<file path="config.mk">
export PLATFORM = sky130hd
export DESIGN_NAME = player_move_controller
export DESIGN_NICKNAME = d
export VERILOG_FILES = /design/src/rtl/player_move_controller.sv
export SDC_FILE = /design/constraint.sdc
export NUM_CORES = 1
export LEC_CHECK = 0
export CORE_MARGIN = 4
export CORE_UTILIZATION = 55
export DETAILED_ROUTE_END_ITERATION = 6
export DONT_BUFFER_PORTS = 1
export GPL_TIMING_DRIVEN = 0
export MAX_ROUTING_LAYER = met4
export PLACE_DENSITY_LB_ADDON = 0.3
export SKIP_LAST_GASP = 1
export SYNTH_ARGS = -nofsm -noshare
export SYNTH_HDL_FRONTEND = slang
export SYNTH_SLANG_ARGS = --single-unit
</file>
<file path="constraint.sdc">
create_clock -name clk -period 7.6 [get_ports clk]
set_input_delay 2.28 -clock clk [delete_from_list [all_inputs] [get_ports clk]]
set_output_delay 2.28 -clock clk [all_outputs]
set_load 0.01 [all_outputs]
</file>
<file path="src/rtl/player_move_controller.sv">
// Player sprite position owner: gates move requests, animates one cell per move, waits for the detector to settle.
// Optional MOVE_QUEUE_EN: buffers one request seen while busy and replays it in the first IDLE cycle.
module player_move_controller #(
   parameter int ORIGIN_X   = 336,
   parameter int ORIGIN_Y   = 27,
   parameter int CELL_PX    = 16,
   parameter int CENTER_OFF = 7,
   parameter int GRID_W     = 16,
   parameter int GRID_H     = 16,
   parameter int START_COL  = 1,
   parameter int START_ROW  = 1,
   parameter int STEP_DIV   = 100000,
   parameter int DETECT_LAT = 2
) (
   input  logic        clk,
   input  logic        rst,
   input  logic        move_req,
   input  logic [1:0]  move_dir,
   input  logic [3:0]  valid_moves,
   output logic [10:0] curr_pos_x,
   output logic [9:0]  curr_pos_y,
   output logic [3:0]  cell_col,
   output logic [3:0]  cell_row,
   output logic        busy,
   output logic        move_done,
   output logic        move_rejected
);

   localparam int PW  = (STEP_DIV > 1) ? $clog2(STEP_DIV) : 1;
   localparam int PXW = $clog2(CELL_PX) + 1;
   localparam int DLW = (DETECT_LAT > 0) ? $clog2(DETECT_LAT + 1) : 1;

   localparam logic [1:0] DIR_UP    = 2'b00;
   localparam logic [1:0] DIR_DOWN  = 2'b01;
   localparam logic [1:0] DIR_LEFT  = 2'b10;
   localparam logic [1:0] DIR_RIGHT = 2'b11;

   typedef enum logic [1:0] {IDLE, MOVE, SETTLE} state_t;

   function automatic logic [10:0] cell_x(input logic [3:0] c);
      return 11'(ORIGIN_X + int'(c) * CELL_PX + CENTER_OFF);
   endfunction

   function automatic logic [9:0] cell_y(input logic [3:0] r);
      return 10'(ORIGIN_Y + int'(r) * CELL_PX + CENTER_OFF);
   endfunction

   function automatic logic in_bounds(input logic [1:0] d, input logic [3:0] c, input logic [3:0] r);
      case (d)
         DIR_UP:   return r != 4'd0;
         DIR_DOWN: return int'(r) < GRID_H - 1;
         DIR_LEFT: return c != 4'd0;
         default:  return int'(c) < GRID_W - 1;
      endcase
   endfunction

   state_t           state_q;
   logic [DLW-1:0]   settle_q;
   logic [PW-1:0]    presc_q;
   logic [PXW-1:0]   pix_q;
   logic [1:0]       dir_q;
   logic [3:0]       col_q, row_q;
   logic [10:0]      pos_x_q;
   logic [9:0]       pos_y_q;
   logic             busy_q, done_q, rej_q;
   logic             req_d, ok_d;
   logic [1:0]       dir_d;

`ifdef MOVE_QUEUE_EN
   logic             pend_vld_q;
   logic [1:0]       pend_dir_q;
`endif

   // A live request wins over a buffered one; the bit index of valid_moves is the inverted direction code.
   always_comb begin
      req_d = 1'b0;
      dir_d = move_dir;
      if (move_req) begin
         req_d = 1'b1;
         dir_d = move_dir;
      end
`ifdef MOVE_QUEUE_EN
      else if (pend_vld_q) begin
         req_d = 1'b1;
         dir_d = pend_dir_q;
      end
`endif
      ok_d = valid_moves[~dir_d] && in_bounds(dir_d, col_q, row_q);
   end

   always_ff @(posedge clk) begin
      if (rst) begin
         state_q  <= SETTLE;
         settle_q <= DLW'(DETECT_LAT);
         presc_q  <= '0;
         pix_q    <= '0;
         dir_q    <= DIR_UP;
         col_q    <= 4'(START_COL);
         row_q    <= 4'(START_ROW);
         pos_x_q  <= cell_x(4'(START_COL));
         pos_y_q  <= cell_y(4'(START_ROW));
         busy_q   <= 1'b0;
         done_q   <= 1'b0;
         rej_q    <= 1'b0;
`ifdef MOVE_QUEUE_EN
         pend_vld_q <= 1'b0;
         pend_dir_q <= DIR_UP;
`endif
      end else begin
         done_q <= 1'b0;
         rej_q  <= 1'b0;
`ifdef MOVE_QUEUE_EN
         if (state_q != IDLE) begin
            if (move_req) begin
               pend_vld_q <= 1'b1;
               pend_dir_q <= move_dir;
            end
         end else begin
            pend_vld_q <= 1'b0;
         end
`endif
         case (state_q)
            IDLE: begin
               if (req_d) begin
                  if (ok_d) begin
                     dir_q   <= dir_d;
                     presc_q <= '0;
                     pix_q   <= '0;
                     state_q <= MOVE;
                     busy_q  <= 1'b1;
                  end else begin
                     rej_q <= 1'b1;
                  end
               end
            end
            MOVE: begin
               if (presc_q == PW'(STEP_DIV - 1)) begin
                  presc_q <= '0;
                  pix_q   <= pix_q + 1'b1;
                  case (dir_q)
                     DIR_UP:   pos_y_q <= pos_y_q - 10'd1;
                     DIR_DOWN: pos_y_q <= pos_y_q + 10'd1;
                     DIR_LEFT: pos_x_q <= pos_x_q - 11'd1;
                     default:  pos_x_q <= pos_x_q + 11'd1;
                  endcase
                  // Last pixel of the cell: commit the cell index and start settling.
                  if (pix_q == PXW'(CELL_PX - 1)) begin
                     case (dir_q)
                        DIR_UP:   row_q <= row_q - 4'd1;
                        DIR_DOWN: row_q <= row_q + 4'd1;
                        DIR_LEFT: col_q <= col_q - 4'd1;
                        default:  col_q <= col_q + 4'd1;
                     endcase
                     done_q <= 1'b1;
                     if (DETECT_LAT == 0) begin
                        state_q <= IDLE;
                        busy_q  <= 1'b0;
                     end else begin
                        state_q  <= SETTLE;
                        settle_q <= DLW'(DETECT_LAT - 1);
                     end
                  end
               end else begin
                  presc_q <= presc_q + 1'b1;
               end
            end
            SETTLE: begin
               if (settle_q == '0) begin
                  state_q <= IDLE;
                  busy_q  <= 1'b0;
               end else begin
                  settle_q <= settle_q - 1'b1;
                  busy_q   <= 1'b1;
               end
            end
            default: begin
               state_q <= IDLE;
               busy_q  <= 1'b0;
            end
         endcase
      end
   end

   assign curr_pos_x    = pos_x_q;
   assign curr_pos_y    = pos_y_q;
   assign cell_col      = col_q;
   assign cell_row      = row_q;
   assign busy          = busy_q;
   assign move_done     = done_q;
   assign move_rejected = rej_q;

endmodule

</file>
==> reports/results.ini <==
[status]
outcome=finished, final reports clean

[worst_setup_path]
end_kind=register
r2r-start=dir_q[1]
r2r_cells=10
crit_path_start_kind=primary input
r2r_end=curr_pos_y[9]
path_max_fanout=10
crit_end=presc_q[7]
worstPathRequired_ns=7.81
cp-startpoint=move_dir[0]
cp.arrival_ns=4.25
crit_type=primary input to register
r2r_setup_slack_ns=4.52

[route]
via_per_inst=6.15
drtPass1Iterations=4
vias=3162
ant_nets=0
wl_per_cell_um=16.0
route.detailed.drc=0
drt-initial-drc-count=210
finalWirelength_um=8230

[yosys]
synth_top_flop_cell=dfxtp_1
yosysWarnings=0
synth.most_common_cell=dfxtp_1
synth_top_cell_area_share_pct=34.8
syn-num-nets=450
syn_area_per_cell_sq_um=8.16
syn_area_sq_um=3450
synth_enable_flop_cells=0
synthCells=423
synthArstFlopShare_pct=0
ys_types=51
seq_area_frac_synth_pct=34.8
synth_top_area_cell=dfxtp_1
synth.area.top_cells=dfxtp_1, a21oi_1, ha_1
ys_ff_latch=60
synth_common_cells=dfxtp_1, a21oi_1, nand2_1

[final_layout]
drive_above_1_share_pct=6.38
final_area_sq_um=3800
syn_to_final_growth_pct=9.93
num_antenna_cells=0
finalNetCount=461

[sta]
drv_slew=0
tns_ns=0
fin_crit_sh_pct=53.2
rsz0062_at_grt=no
hold_slack_ns=0.456
max-slew-margin-rel_pct=43.0
setup_viol=0
worst_pin_slew_ns=0.854
timing.final.crit_period_ns=4.04
hold_viol=0
fin_ws_ns=3.56
clock_skew_ns=0.00956
max_freq_mhz=247

[grt]
grt_pass1_vias=3046
grt_overflow=0
grtUsageTotal_pct=23.0
grt_max_degree=18
antenna_found_initial=0
grt_pass1_wl_um=13800

[pwr]
power.internal_uw=585
p_switching_uw=193
clockPowerShare_pct=45.9
p_leak_nw=1.32
p_seq_share_pct=43.2
power_uw=778
p_per_area_nw_per_um2=205
p_comb_share_pct=10.8
peakVddDrop_v=0.000157
switching_share_pct=24.8

[floorplan]
start_util_pct=57.6
design.core.area_sq_um=5990
die_area_sq_um=7610
fp-row-count=28
chipHeight_um=87.2
ios=41
die_x_um=87.2

[hold_path]
min_path_type=register to register

[clocking]
clk_pin_slew_ns=0.07
cts_resized=0
clk_latency_ns=0.34
root_buffer=clkbuf_8
ctsHoldBuffers=0
post_cts_buffers=0
h-tree-depth=3
cts_max_path_buffers=2
clock-sinks=60
cts_buffers=9
cts_tree=done

[placement]
io_buffers=0
pre_cts_ws_ns=3.22
place.gp.congestion=0.939
place_area_sq_um=3550
hpwlAfterDp_um=5900

[run]
maxCapViolations=0

## logic make-up after synthesis
family	Yosys count	share of synthesized area, %
simple gates	179	28.4
compound gates	102	18.3
flops	60	34.8
buf+inv	38	4.67
xor+xnor	19	4.82
fa+ha+maj	18	6.96
mux	7	2.03
## cell type report
class / count / area [sq um]
plain buffers: 24 / 109
clock buffers: 10 / 138
clock inverters: 6 / 111
fillers: 497 / 2190
inverters: 14 / 52.6
multi-input cells: 325 / 2090
flip-flops and latches: 60 / 1200
well taps: 75 / 93.8
## metal layers
metal	vias up	GRT usage [%]	routed length, um
li1	1593	-	-
met1	1485	27.9	3680
met3	10	6.34	466
met2	74	37.1	3990
met4	0	7.39	97
met5	-	-	0
## worst min path at each step
stage	startpoint	end	slack (ns)	depth (start not counted)
after global placement	settle_q[0]	settle_q[0]	0.43	1
after global routing	settle_q[0]	settle_q[0]	0.46	1
final	settle_q[0]	settle_q[0]	0.46	1
after detailed placement	settle_q[0]	settle_q[0]	0.43	1
after floorplan	settle_q[0]	settle_q[0]	0.41	1
after CTS	settle_q[0]	settle_q[0]	0.45	1
## registers in the layout, indices dropped and copies added, names as in the netlist
| register | count |
|---|---|
| curr_pos_y | 10 |
| cell_row | 4 |
| move_done | 1 |
| dir_q | 2 |
| cell_col | 4 |
| busy | 1 |
| presc_q | 17 |
| pix_q | 5 |
| state_q | 2 |
| settle_q | 2 |
| curr_pos_x | 11 |
| move_rejected | 1 |
## through the flow
step / utilization [%] / instances
6_report: 63.4 / 514
3_5_place_dp: 59.2 / 498
3_3_place_gp: 59.2 / 498
4_1_cts: 63.4 / 514
5_1_grt: 63.4 / 514
2_1_floorplan: - / 423
## cell usage in the layout (no fill, tap or decap), types with 9 or more instances in the layout
| master | instances |
|---|---|
| nand4_1 | 12 |
| o31ai_1 | 9 |
| o21ai_0 | 15 |
| clkbuf_1 | 19 |
| nor2_1 | 23 |
| clkbuf_8 | 10 |
| nand2_1 | 34 |
| ha_1 | 16 |
| inv_1 | 14 |
| a21oi_1 | 42 |
| and3_1 | 9 |
| nand3_1 | 26 |
| xnor2_1 | 13 |
| dfxtp_1 | 60 |
| or4_1 | 12 |
| nor3_1 | 13 |
| or3_1 | 15 |
## power by group through the flow
stage | clock network [mW] | registers, mW | logic, mW
finish | 0.357 | 0.336 | 0.0844
floorplan | 0 | 0.341 | 0.0654
CTS | 0.361 | 0.336 | 0.0838
global placement | 0 | 0.343 | 0.0788
global route | 0.377 | 0.338 | 0.0942
detailed placement | 0 | 0.343 | 0.0832
## critical path: stages
cell and delay, ns:
buf_6 0.11, and4_4 0.18, a211o_1 0.29, o22ai_2 0.24
a31oi_2 0.21, buf_6 0.19, o21ai_1 0.38, buf_2 0.31
a21oi_1 0.07
Power figures use the tool's default switching activity.
